<file path="src/rtl/led_sweep_pkg.sv">
// Shared types for the LED sweep block: FSM states, sweep-mode encoding and
// the lamp-pattern helper used by the led decode.
package led_sweep_pkg;

    localparam int MAX_LEDS = 64;

    typedef enum logic [1:0] {
        IDLE = 2'd0,
        RUN  = 2'd1,
        DONE = 2'd2
    } state_e;

    typedef enum logic [1:0] {
        MODE_DOT_UP   = 2'b00,
        MODE_DOT_DOWN = 2'b01,
        MODE_BAR_UP   = 2'b10,
        MODE_BAR_DOWN = 2'b11
    } sweep_mode_e;

    // Lamp pattern for position p of an n-lamp strip; bits at or above n stay 0.
    function automatic logic [MAX_LEDS-1:0] sweep_pattern(sweep_mode_e m, int p, int n);
        logic [MAX_LEDS-1:0] pat;
        pat = '0;
        for (int i = 0; i < MAX_LEDS; i++) begin
            case (m)
                MODE_DOT_UP:   pat[i] = (i == p);
                MODE_DOT_DOWN: pat[i] = (i == n - 1 - p);
                MODE_BAR_UP:   pat[i] = (i <= p);
                MODE_BAR_DOWN: pat[i] = (i >= n - 1 - p) && (i < n);
                default:       pat[i] = 1'b0;
            endcase
        end
        return pat;
    endfunction

endpackage

</file>
<file path="src/rtl/led_sweep_event_if.sv">
// Button/mode request and lamp/status response bundle of the LED sweep block.
interface led_sweep_event_if #(
    parameter int NUM_LEDS = 8
) ();

    logic                button_inp;
    logic [1:0]          mode;
    logic [NUM_LEDS-1:0] led;
    logic                busy;
    logic                done;

    modport master (
        output button_inp,
        output mode,
        input  led,
        input  busy,
        input  done
    );

    modport slave (
        input  button_inp,
        input  mode,
        output led,
        output busy,
        output done
    );

endinterface

</file>
<file path="src/rtl/step_prescaler.sv">
// Divides the clock by STEP_DIV while enabled; tick marks the last cycle of
// each step. The count is held at zero whenever en is low.
module step_prescaler #(
    parameter int STEP_DIV = 1
) (
    input  logic clk,
    input  logic rst,
    input  logic en,
    output logic tick
);

    localparam int                CNT_W    = $clog2(STEP_DIV + 1);
    localparam logic [CNT_W-1:0]  LAST_CNT = CNT_W'(STEP_DIV - 1);

    logic [CNT_W-1:0] cnt;

    assign tick = en && (cnt == LAST_CNT);

    // NOTE: sequential state is always assigned with <= so every register
    // samples the pre-edge values of its neighbours.
    always_ff @(posedge clk) begin
        if (!rst) begin
            cnt <= '0;
        end else if (!en || tick) begin
            cnt <= '0;
        end else begin
            cnt <= cnt + 1'b1;
        end
    end

endmodule

</file>
<file path="src/rtl/led_sweep_event.sv">
// LED sweep controller: a button press runs one lamp sweep in the latched mode.
// Define LED_SWEEP_LOOP_EN to make the sweep repeat while the button is held.
module led_sweep_event
    import led_sweep_pkg::*;
#(
    parameter int NUM_LEDS = 8,
    parameter int STEP_DIV = 1
) (
    input  logic               clk,
    input  logic               rst,
    led_sweep_event_if.slave   bus
);

    localparam int               POS_W    = $clog2(NUM_LEDS);
    localparam logic [POS_W-1:0] LAST_POS = POS_W'(NUM_LEDS - 1);

`ifdef LED_SWEEP_LOOP_EN
    localparam bit LOOP_EN = 1'b1;
`else
    localparam bit LOOP_EN = 1'b0;
`endif

    state_e              state, state_d;
    sweep_mode_e         mode_q, mode_d;
    logic [POS_W-1:0]    pos, pos_d;
    logic [NUM_LEDS-1:0] led_q, led_d;
    logic                busy_q, busy_d;
    logic                done_q, done_d;
    logic [MAX_LEDS-1:0] pattern;
    logic                run_en;
    logic                tick;
    logic                last_step;

    assign run_en    = (state == RUN);
    assign last_step = tick && (pos == LAST_POS);

    step_prescaler #(
        .STEP_DIV (STEP_DIV)
    ) u_prescaler (
        .clk  (clk),
        .rst  (rst),
        .en   (run_en),
        .tick (tick)
    );

    // State register, together with the registered datapath and outputs.
    always_ff @(posedge clk) begin
        if (!rst) begin
            state  <= IDLE;
            mode_q <= MODE_DOT_UP;
            pos    <= '0;
            led_q  <= '0;
            busy_q <= 1'b0;
            done_q <= 1'b0;
        end else begin
            state  <= state_d;
            mode_q <= mode_d;
            pos    <= pos_d;
            led_q  <= led_d;
            busy_q <= busy_d;
            done_q <= done_d;
        end
    end

    // Next state. A release in RUN aborts even on the final step.
    always_comb begin
        // NOTE: every combinational output gets a default first, so no path
        // leaves it unassigned and no latch is inferred.
        state_d = state;
        case (state)
            IDLE: if (bus.button_inp) state_d = RUN;
            RUN: begin
                if (!bus.button_inp)           state_d = IDLE;
                else if (last_step && !LOOP_EN) state_d = DONE;
            end
            DONE: if (!bus.button_inp) state_d = IDLE;
            default: state_d = IDLE;
        endcase
    end

    // Next register values; led is decoded from the position and mode that
    // take effect on this edge, so the first lamp lights on entry to RUN.
    always_comb begin
        mode_d = mode_q;
        pos_d  = pos;
        done_d = 1'b0;
        case (state)
            IDLE: begin
                if (bus.button_inp) begin
                    mode_d = sweep_mode_e'(bus.mode);
                    pos_d  = '0;
                end
            end
            RUN: begin
                if (!bus.button_inp) begin
                    pos_d = '0;
                end else if (last_step) begin
                    pos_d  = '0;
                    done_d = 1'b1;
                end else if (tick) begin
                    pos_d = pos + 1'b1;
                end
            end
            default: pos_d = '0;
        endcase

        pattern = sweep_pattern(mode_d, int'(pos_d), NUM_LEDS);
        led_d   = (state_d == RUN) ? pattern[NUM_LEDS-1:0] : '0;
        busy_d  = (state_d == RUN);
    end

    assign bus.led  = led_q;
    assign bus.busy = busy_q;
    assign bus.done = done_q;

endmodule
</file>
<file path="src/flat_wrapper.sv">
// flat-port wrapper written by rule: the top's interface ports become plain ports
module led_sweep_event_flat import led_sweep_pkg::*;
#(
    parameter int NUM_LEDS = 8,
    parameter int STEP_DIV = 1
)
  (clk, rst, bus_button_inp, bus_mode, bus_led, bus_busy, bus_done);
  led_sweep_event_if #(.NUM_LEDS(NUM_LEDS)) bus_i ();
  input  logic clk;
  input  logic rst;
  input wire logic [$bits(bus_i.button_inp)-1:0] bus_button_inp;
  input wire logic [$bits(bus_i.mode)-1:0] bus_mode;
  output wire logic [$bits(bus_i.led)-1:0] bus_led;
  output wire logic [$bits(bus_i.busy)-1:0] bus_busy;
  output wire logic [$bits(bus_i.done)-1:0] bus_done;
  assign bus_i.button_inp = bus_button_inp;
  assign bus_i.mode = bus_mode;
  assign bus_led = bus_i.led;
  assign bus_busy = bus_i.busy;
  assign bus_done = bus_i.done;
  led_sweep_event #(.NUM_LEDS(NUM_LEDS), .STEP_DIV(STEP_DIV)) u_core (.clk(clk), .rst(rst), .bus(bus_i));
endmodule
</file>
<file path="config.mk">
export PLATFORM = sky130hd
export DESIGN_NAME = led_sweep_event_flat
export DESIGN_NICKNAME = d
export VERILOG_FILES = /design/src/rtl/led_sweep_pkg.sv /design/src/rtl/led_sweep_event_if.sv /design/src/rtl/step_prescaler.sv /design/src/rtl/led_sweep_event.sv /design/src/flat_wrapper.sv
export SDC_FILE = /design/constraint.sdc
export NUM_CORES = 1
export LEC_CHECK = 0
export BUFFER_PORTS_ARGS = -buffer_cell sky130_fd_sc_hd__buf_4
export CAP_MARGIN = 10
export CORE_MARGIN = 8
export CORE_UTILIZATION = 40
export CTS_CLUSTER_SIZE = 12
export DETAILED_ROUTE_END_ITERATION = 10
export HOLD_SLACK_MARGIN = 0.06
export PLACE_DENSITY = 0.65
export SYNTH_ARGS = -nofsm -noshare
export SYNTH_HDL_FRONTEND = slang
export SYNTH_SLANG_ARGS = --single-unit
</file>
<file path="constraint.sdc">
create_clock -name clk -period 2.2 [get_ports clk]
set_input_delay 0.66 -clock clk [delete_from_list [all_inputs] [get_ports clk]]
set_output_delay 0.66 -clock clk [all_outputs]
set_load 0.02 [all_outputs]
</file>
==> flow_summary_export.csv, run 1 <==
group,metric,value,unit
clocking,cts_buffers,3,
detailed_routing,wl,1720,microns
logic_synthesis,syn_inst,96,
floorplanning,core_area,2150,sq um
setup_path,path_delay_family,"compound AO/OA/AOI/OAI gates",
sta,report.final.slew_viol_count,0,
place,numPortBuffers,14,
clocking,htree_levels,1,
clocking,cts_resized,0,
floorplanning,io_pins,15,
detailed_routing,drtIter0Drc,14,
logic_synthesis,synth_cell_types,31,
grt,grt_pass1_wl,3150,microns
floorplanning,die_area,3940,sq um
sta,layout_min_cycle_time,1890,ps
place,post-dp-hpwl,1310,microns
logic_synthesis,ys.flop_type,"dfxtp_1",
sta,fmax,530,MHz
floorplanning,die_width,62.8,microns
layout,layout_common_cells,"dfxtp_1, buf_4, nor2_1, nand2_1",
sta,finalCritPeriodShare,0.858,
detailed_routing,antenna_left,0,
detailed_routing,route.detailed.drc,0,
floorplanning,start_util,0.407,
hold_path,hold_start,"bus_button_inp",
clocking,clockRootBuffer,"clkbuf_4",
setup_path,worstSetupStartpointType,"flop",
status,status,"complete, no violations",
layout,layout_commonest_cell,"dfxtp_1",
setup_path,critPathCaptureType,"flop",
layout,drive_above_1_share,0.265,
clocking,cts_tree,"yes",
setup_path,crit_top_cell,"ha_1",
sta,fin_hold_ws,633,ps
pwr,power_leakage,0.438,nW
detailed_routing,wl_per_cell,12.2,microns
setup_path,criticalPathCategory,"reg2reg",
clocking,clockBufferDepth,2,
sta,clock_skew,4.01,ps
logic_synthesis,ys_seq_area_frac,0.412,
setup_path,setup.worst_path.start,"u_core.pos[0]",
clocking,clk_latency,280,ps
detailed_routing,vias_per_cell,5.25,
clocking,hold_buffers,0,
place,placedInstanceArea,1010,sq um
place,gp_congestion,0.837,
clocking,cts_sinks,18,
pwr,finalPower,0.000611,W
sta,hold_viol_final,0,
layout,fillers,201,
setup_path,critPathMaxStageDelay,440,ps
setup_path,rr_startpoint,"u_core.pos[0]",
grt,grt_pass1_vias,729,
layout,final_cell_area,1050,sq um
setup_path,critPathSlowestCell,"o32ai_2",
sta,setup-violations-final,0,
floorplanning,die_h,62.8,microns
grt,gr-total-overflow,0,
floorplanning,num_rows,17,
grt,antenna_found_initial,0,
setup_path,crit_chain,"ha_1 > ha_1 > inv_1 > o32ai_2 > and2_4 > o21ai_1 > a31oi_1",
grt,grt_usage,0.0945,
setup_path,worstPathArrival,2100,ps
setup_path,cp_max_fo,6,
clocking,postCtsSetupBuffers,0,
layout,areaGrowthSynthToFinish,19.7,%
logic_synthesis,syn_area_per_cell,9.11,sq um
sta,tns,0,ps
grt,grt_max_degree,12,
layout,n_antenna_cell,0,
flow_run,cap_viol_max_count,0,
logic_synthesis,synth.net_count,103,
layout,fin_nets,121,
setup_path,required,2420,ps
logic_synthesis,synth_edf_count,0,
clocking,clk_pin_slew,100,ps
logic_synthesis,async_flop_share,0,
logic_synthesis,synth_area,875,sq um
pwr,peakVddDrop,0.311,mV
logic_synthesis,yosys_warnings,0,
detailed_routing,dr.pass1.iters,4,
hold_path,hold_path_class,"in2reg",
setup_path,crit_buf_inv,1,
detailed_routing,vias,740,
pwr,p_per_area,584,nW/um^2
sta,rsz0062_at_grt,"false",
logic_synthesis,ys_seq_elements,18,
==> path summary, 6_finish.rpt <==
kind,to,slack (ps),cells after the start
setup / recovery,u_core.bus.led[2],310,7
hold / removal,u_core.state[1],630,2
setup reg to reg,u_core.bus.led[2],310,7
hold reg to reg,u_core.bus.done,650,2
==> synth_stat cells, types with 2 or more instances <==
library cell   n  area [sq um]
a21oi_1        7          35.0
a31oi_1        2          12.5
and2_1         5          31.3
dfxtp_1       18           360
ha_1           2          25.0
inv_1          6          22.5
mux2_4         3          45.0
nand2_1        9          33.8
nand3_1        3          15.0
nand4_1        4          25.0
nor2_1         9          33.8
nor3_1         2          10.0
o21ai_1        7          35.0
o32ai_1        2          17.5
==> cells by family (layout without fill, tap and decap cells) <==
family	after synthesis	after routing	share of synthesized area
AND/OR/NAND/NOR	39	39	0.258
AO/OA/AOI/OAI	23	23	0.180
flip-flops	18	18	0.412
buffers and inverters	8	25	0.0386
multiplexers	5	5	0.0787
adder cells (fa/ha/maj)	2	2	0.0286
other	1	1	0.00429
==> area by class of cell <==
cell class	count	area (sq um)	share of cell area
clock buffer	4	36.3	0.0346
inverter	6	22.5	0.0215
multi-input combinational	70	480	0.459
sequential	18	360	0.344
tap	28	35.0	0.0335
timing repair buffer	15	113	0.108
==> registers in the layout, summed over array words and instances (netlist names) <==
name and count:
u_core.state 2, u_core.bus.busy 1, u_core.mode_q 2, u_core.u_prescaler.cnt 1, u_core.pos 3, u_core.bus.done 1, u_core.bus.led 8
==> routing by layer <==
metal  part of all wire  GRT usage  up-vias
li1                   -          -      377
met1               0.46      0.109      343
met2               0.48      0.159       16
met3              0.034     0.0161        4
met4              0.022     0.0570        0
met5                  0          0        -
==> metrics by stage <==
step	setup slack, ps	instances	utilization
2_1_floorplan	305	96	-
6_report	313	141	0.487
3_3_place_gp	125	137	0.471
4_1_cts	308	141	0.487
3_5_place_dp	112	137	0.471
5_1_grt	159	141	0.487
==> report_power, final <==
part	switching, W	leakage (nW)	internal, W
Combinational	0.0000407	0.270	0.0000328
Sequential	0.00000588	0.147	0.000333
Clock	0.0000979	0.0210	0.000101
(Power assumes the default switching activity.)
==> run 2: changes to the inputs <==
--- a/config.mk
+++ b/config.mk
@@ -7,12 +7,14 @@
 export LEC_CHECK = 0
 export BUFFER_PORTS_ARGS = -buffer_cell sky130_fd_sc_hd__buf_4
 export CAP_MARGIN = 10
-export CORE_MARGIN = 8
+export CORE_MARGIN = 3
 export CORE_UTILIZATION = 40
 export CTS_CLUSTER_SIZE = 12
 export DETAILED_ROUTE_END_ITERATION = 10
 export HOLD_SLACK_MARGIN = 0.06
 export PLACE_DENSITY = 0.65
+export SLEW_MARGIN = 15
 export SYNTH_ARGS = -nofsm -noshare
 export SYNTH_HDL_FRONTEND = slang
+export SYNTH_HIERARCHICAL = 1
 export SYNTH_SLANG_ARGS = --single-unit
==> run 2 against run 1 <==
  * Utilization is 7.9 points higher
  * Global-route usage is 6.9 points higher
  * Count of clock-buffer cells in the layout stayed put
  * Area after synthesis is 7.0% higher
  * Critical path type unchanged
  * Largest power group unchanged
==> flow_summary_export.csv, run 2 <==
group,metric,value,unit
logic_synthesis,ys_seq_area_frac,0.385,
setup_path,critPathCaptureType,"flop",
logic_synthesis,ys.flop_type,"dfxtp_1",
grt,grt_pass1_vias,775,
logic_synthesis,yosysTopAreaCell,"dfxtp_1",
logic_synthesis,synth_cell_types,39,
place,post-dp-hpwl,1620,microns
clocking,hold_buffers,0,
clocking,clockBufferDepth,2,
pwr,share_clk_of_total_power,0.327,
flow_run,cap_viol_max_count,0,
detailed_routing,vias,843,
pwr,power_leakage,0.501,nW
sta,layout_min_cycle_time,2060,ps
layout,layout_common_cells,"buf_4, dfxtp_1, nand2_1, a31oi_1",
logic_synthesis,synth.most_common_cell,"dfxtp_1",
grt,gr-total-overflow,0,
grt,antenna_found_initial,0,
place,placedInstanceArea,1140,sq um
detailed_routing,antenna_left,0,
layout,largest_reg_flops,8,
setup_path,worstPathArrival,2240,ps
setup_path,cp_max_fo,7,
layout,multi_input_area,547,sq um
logic_synthesis,synth_area_leaders,"dfxtp_1, a31oi_1, and2_1",
detailed_routing,route.detailed.drc,0,
layout,fin_nets,134,
logic_synthesis,async_flop_share,0,
sta,setup-violations-final,0,
clocking,cts_tree,"yes",
grt,grt_pass1_wl,3470,microns
pwr,pwr-share-seq,0.536,
logic_synthesis,syn_area_per_cell,9.45,sq um
sta,report.final.slew_viol_count,0,
sta,fmax,486,MHz
floorplanning,num_rows,16,
layout,drive_above_1_share,0.294,
clocking,clk_pin_slew,110,ps
sta,finalCritPeriodShare,0.935,
setup_path,worstSetupStartpointType,"flop",
setup_path,r2r_setup_slack,140,ps
detailed_routing,wl_per_cell,13.7,microns
sta,hold_viol_final,0,
sta,tns,0,ps
grt,grt_usage,0.164,
hold_path,hold_path_class,"reg2reg",
pwr,internal_power,0.000475,W
floorplanning,start_util,0.450,
detailed_routing,drtIter0Drc,36,
layout,n_antenna_cell,0,
layout,layout_commonest_cell,"buf_4",
clocking,clockRootBuffer,"clkbuf_4",
detailed_routing,vias_per_cell,5.51,
sta,clock_skew,7.67,ps
status,status,"complete, no violations",
logic_synthesis,yosys-top-cells-count,"dfxtp_1, a31oi_1, nand2_1, nand3_1, and2_1",
logic_synthesis,synth_area,936,sq um
pwr,peakVddDrop,0.380,mV
setup_path,rr_startpoint,"u_core/state[1]",
floorplanning,die_width,54.4,microns
place,numPortBuffers,14,
grt,grt_max_degree,11,
floorplanning,io_pins,15,
layout,fin_util,0.567,
layout,areaGrowthSynthToFinish,26.1,%
setup_path,setup.worst_path.start,"u_core/state[1]",
floorplanning,die_h,54.4,microns
clocking,htree_levels,1,
setup_path,r2r-end,"u_core/bus.led[7]",
pwr,p_per_area,535,nW/um^2
floorplanning,core_area,2080,sq um
logic_synthesis,yosys_warnings,6,
logic_synthesis,syn_inst,99,
logic_synthesis,ys_seq_elements,18,
clocking,cts_buffers,3,
detailed_routing,wl,2090,microns
pwr,power_switching,0.000156,W
setup_path,r2r_cells,8,
logic_synthesis,yosysTopAreaCellShare,0.385,
layout,final_cell_area,1180,sq um
setup_path,crit_path_end,"u_core/bus.led[7]",
detailed_routing,dr.pass1.iters,4,
logic_synthesis,synth_edf_count,0,
setup_path,required,2380,ps
logic_synthesis,synth.net_count,106,
pwr,pwr-share-comb,0.137,
layout,regArea,360,sq um
clocking,cts_sinks,18,
layout,fillers,212,
floorplanning,die_area,2960,sq um
clocking,clk_latency,300,ps
place,gp_congestion,0.777,
pwr,swShare,0.247,
setup_path,criticalPathCategory,"reg2reg",
## run 2: how the worst min path moves through the flow
| stage | startpoint | to | depth (start not counted) |
|---|---|---|---|
| after floorplan | u_core/u_prescaler/cnt | u_core/bus.done | 3 |
| after global placement | u_core/u_prescaler/cnt | u_core/bus.done | 3 |
| after detailed placement | u_core/u_prescaler/cnt | u_core/bus.done | 3 |
| after CTS | u_core/u_prescaler/cnt | u_core/bus.done | 3 |
| after global routing | rst | u_core/pos[0] | 2 |
| final | u_core/u_prescaler/cnt | u_core/bus.done | 3 |
## run 2: critical path: stages (launching register included)
cell and delay (ps):
dfxtp_1 340, nand2b_1 150, inv_1 100, nor2b_4 150
nand3b_1 230, a211o_4 410, and2_1 200, a31oi_1 260
o22ai_1 100
## run 2: timing repair
item	4_1_cts	5_1_grt
resized for setup	0	1
endpoints found under the setup margin	0	4
setup buffers	0	0
endpoints found under the hold margin	0	0
## run 2: logic make-up (layout without fill, tap and decap cells)
kind of cell	after synthesis	in the layout	synth area share
compound gates	32	32	0.254
flops	18	18	0.385
mux	4	4	0.0535
simple gates	36	36	0.241
other cells	1	1	0.00401
buf+inv	6	33	0.0361
fa+ha+maj	2	2	0.0267
## run 2: cell type report
cell class	count	share of cell area
timing repair buffer	25	0.159
inverter	4	0.0127
clock buffer	4	0.0308
multi-input combinational	75	0.463
sequential	18	0.305
tap	27	0.0286
## run 2: power groups by stage
stage | clock (W) | combinational [W] | sequential (W)
after global placement | 0 | 0.0000848 | 0.000346
after global routing | 0.000231 | 0.0000947 | 0.000340
after floorplan | 0 | 0.0000481 | 0.000350
final | 0.000206 | 0.0000865 | 0.000338
after CTS | 0.000217 | 0.0000856 | 0.000339
after detailed placement | 0 | 0.0000853 | 0.000346
## run 2: per-layer routing
layer	wire [microns]	vias up	global-route usage
met3	107	2	0.0245
met2	961	23	0.251
met5	0	-	0
li1	-	431	-
met1	997	387	0.219
met4	23	0	0.0871
## run 2: through the flow
step | total power [W] | hold slack (ps) | cells | setup slack, ps
after CTS | 0.000641 | 600 | 153 | 132
after detailed placement | 0.000431 | 586 | 149 | 22.9
after global placement | 0.000430 | 573 | 149 | 46.2
after global routing | 0.000665 | 621 | 153 | -1.84
after floorplan | 0.000399 | 555 | 99 | 241
final | 0.000631 | 601 | 153 | 144
==> run 3: changes to the inputs <==
==> constraint.sdc (replaced) <==
create_clock -name clk -period 2.5 [get_ports clk]
set_input_delay 0.75 -clock clk [delete_from_list [all_inputs] [get_ports clk]]
set_output_delay 0.75 -clock clk [all_outputs]
set_load 0.02 [all_outputs]
==> run 3 against run 2 <==
  * Non-clock buffer count fell by 7
  * Flip-flop and latch count unchanged
  * Cell count is 4.6% lower
  * Power is 13% lower
  * Critical path type unchanged
  * Maximum frequency decreased by 8.9%
  * Clock skew decreased by 1.7 ps
  * Via count fell by 2.6%
  * Highest routed layer unchanged
  * Worst setup slack improved by 99 ps
  * First-iteration DRC count up 5.6%
  * Wire length is 7.7% lower
==> flow_summary_export.csv, run 3 (synthesis gave the netlist of run 2 again) <==
group,metric,value,unit
status,status,"complete, no violations",
layout,areaGrowthSynthToFinish,19.9,%
floorplanning,core_area,2080,sq um
pwr,p_per_area,487,nW/um^2
setup_path,crit_buf_inv,1,
layout,regArea,360,sq um
place,post-dp-hpwl,1490,microns
setup_path,path_delay_family,"compound AO/OA/AOI/OAI gates",
clocking,hold_buffers,0,
detailed_routing,wl_per_cell,13.2,microns
clocking,clk_pin_slew,100,ps
layout,drive_above_1_share,0.244,
sta,rsz0062_at_grt,"false",
grt,grt-busiest-layer,"met2",
pwr,power_leakage,0.468,nW
clocking,postCtsSetupBuffers,0,
sta,report.final.slew_viol_count,0,
floorplanning,io_pins,15,
grt,met2_usage,0.221,
clocking,cts_buffers,3,
flow_run,cap_viol_max_count,0,
sta,max-slew-margin-rel,0.653,
clocking,clockBufferDepth,2,
detailed_routing,drtIter0Drc,38,
clocking,cts_sinks,18,
layout,largest_reg_flops,8,
clocking,clk_latency,290,ps
detailed_routing,route.detailed.drc,0,
sta,setup-violations-final,0,
setup_path,required,2710,ps
sta,fin_hold_ws,614,ps
setup_path,critPathMaxStageDelay,500,ps
place,gp_congestion,0.782,
floorplanning,start_util,0.450,
layout,fillers,202,
grt,grt_usage,0.149,
place,numPortBuffers,14,
layout,fin_nets,127,
grt,grtUsageMet1,0.210,
sta,worst_pin_slew,521,ps
sta,layout_min_cycle_time,2260,ps
setup_path,r2r_setup_slack,240,ps
hold_path,hold_path_class,"reg2reg",
grt,grt_pass1_wl,3150,microns
sta,tns,0,ps
floorplanning,die_area,2960,sq um
sta,finalCritPeriodShare,0.903,
floorplanning,num_rows,16,
setup_path,critPathCaptureType,"flop",
clocking,clockRootBuffer,"clkbuf_4",
pwr,peakVddDrop,0.410,mV
layout,multi_input_area,542,sq um
layout,layout_common_cells,"buf_4, dfxtp_1, nand2_1, nand3_1, a31oi_1",
setup_path,cp_max_fo,8,
setup_path,crit_chain,"nand2b_1 > inv_1 > nor2b_4 > nor3b_1 > o211ai_1 > a21oi_1 > nand3_1 > a221oi_2",
grt,grt_pass1_vias,693,
clocking,htree_levels,1,
detailed_routing,vias_per_cell,5.62,
setup_path,criticalPathCategory,"reg2reg",
detailed_routing,wl,1930,microns
layout,n_antenna_cell,0,
grt,grt_max_degree,11,
sta,fmax,443,MHz
detailed_routing,vias,821,
clocking,cts_tree,"yes",
floorplanning,die_width,54.4,microns
detailed_routing,antenna_left,0,
clocking,cts_resized,0,
sta,hold_viol_final,0,
grt,grt.met3_usage,0.0490,
setup_path,worstSetupStartpointType,"flop",
sta,clock_skew,5.97,ps
setup_path,critPathSlowestCell,"dfxtp_1",
grt,antenna_found_initial,0,
grt,gr-total-overflow,0,
setup_path,worstPathArrival,2460,ps
detailed_routing,dr.pass1.iters,4,
floorplanning,die_h,54.4,microns
==> run 3: area by class of cell <==
type / instances / area share
clock buffers: 4 / 0.0323
inverters: 4 / 0.0134
multi-input cells: 75 / 0.483
flip-flops and latches: 18 / 0.321
well taps: 27 / 0.0301
repair buffers: 18 / 0.120
==> run 3: final timing paths <==
path,startpoint,endpoint,depth (start not counted)
worst max register to register,u_core/state[0],u_core/bus.led[3],8
worst min register to register,u_core/u_prescaler/cnt,u_core/bus.done,3
worst min-delay path,u_core/u_prescaler/cnt,u_core/bus.done,3
worst max-delay path,u_core/state[0],u_core/bus.led[3],8
==> run 3: worst min-delay path, cell delays in order (launching register included) <==
cell and delay, ps:
dfxtp_1 360, nor2b_4 60, nand2_1 80, nor3_1 60
==> run 3: stage by stage <==
step	area (sq um)	power, W	setup WS (ps)	std cells	utilization
2_1_floorplan	936	0.000351	451	99	-
3_3_place_gp	1090	0.000376	240	142	0.522
3_5_place_dp	1090	0.000376	251	142	0.522
4_1_cts	1120	0.000552	253	146	0.539
5_1_grt	1120	0.000573	37.4	146	0.539
6_report	1120	0.000547	243	146	0.539
==> run 3: where the power goes <==
part           switching, W  internal (W)  leakage (nW)
Clock             0.0000879     0.0000887        0.0210
Sequential       0.00000520      0.000294         0.147
Combinational     0.0000377     0.0000330         0.301
Total              0.000131      0.000416         0.468
==> run 3: metal layers <==
layer	vias to the layer above	wire, microns
met5	-	0
met4	0	10
met3	2	144
met2	38	830
met1	366	944
li1	415	-
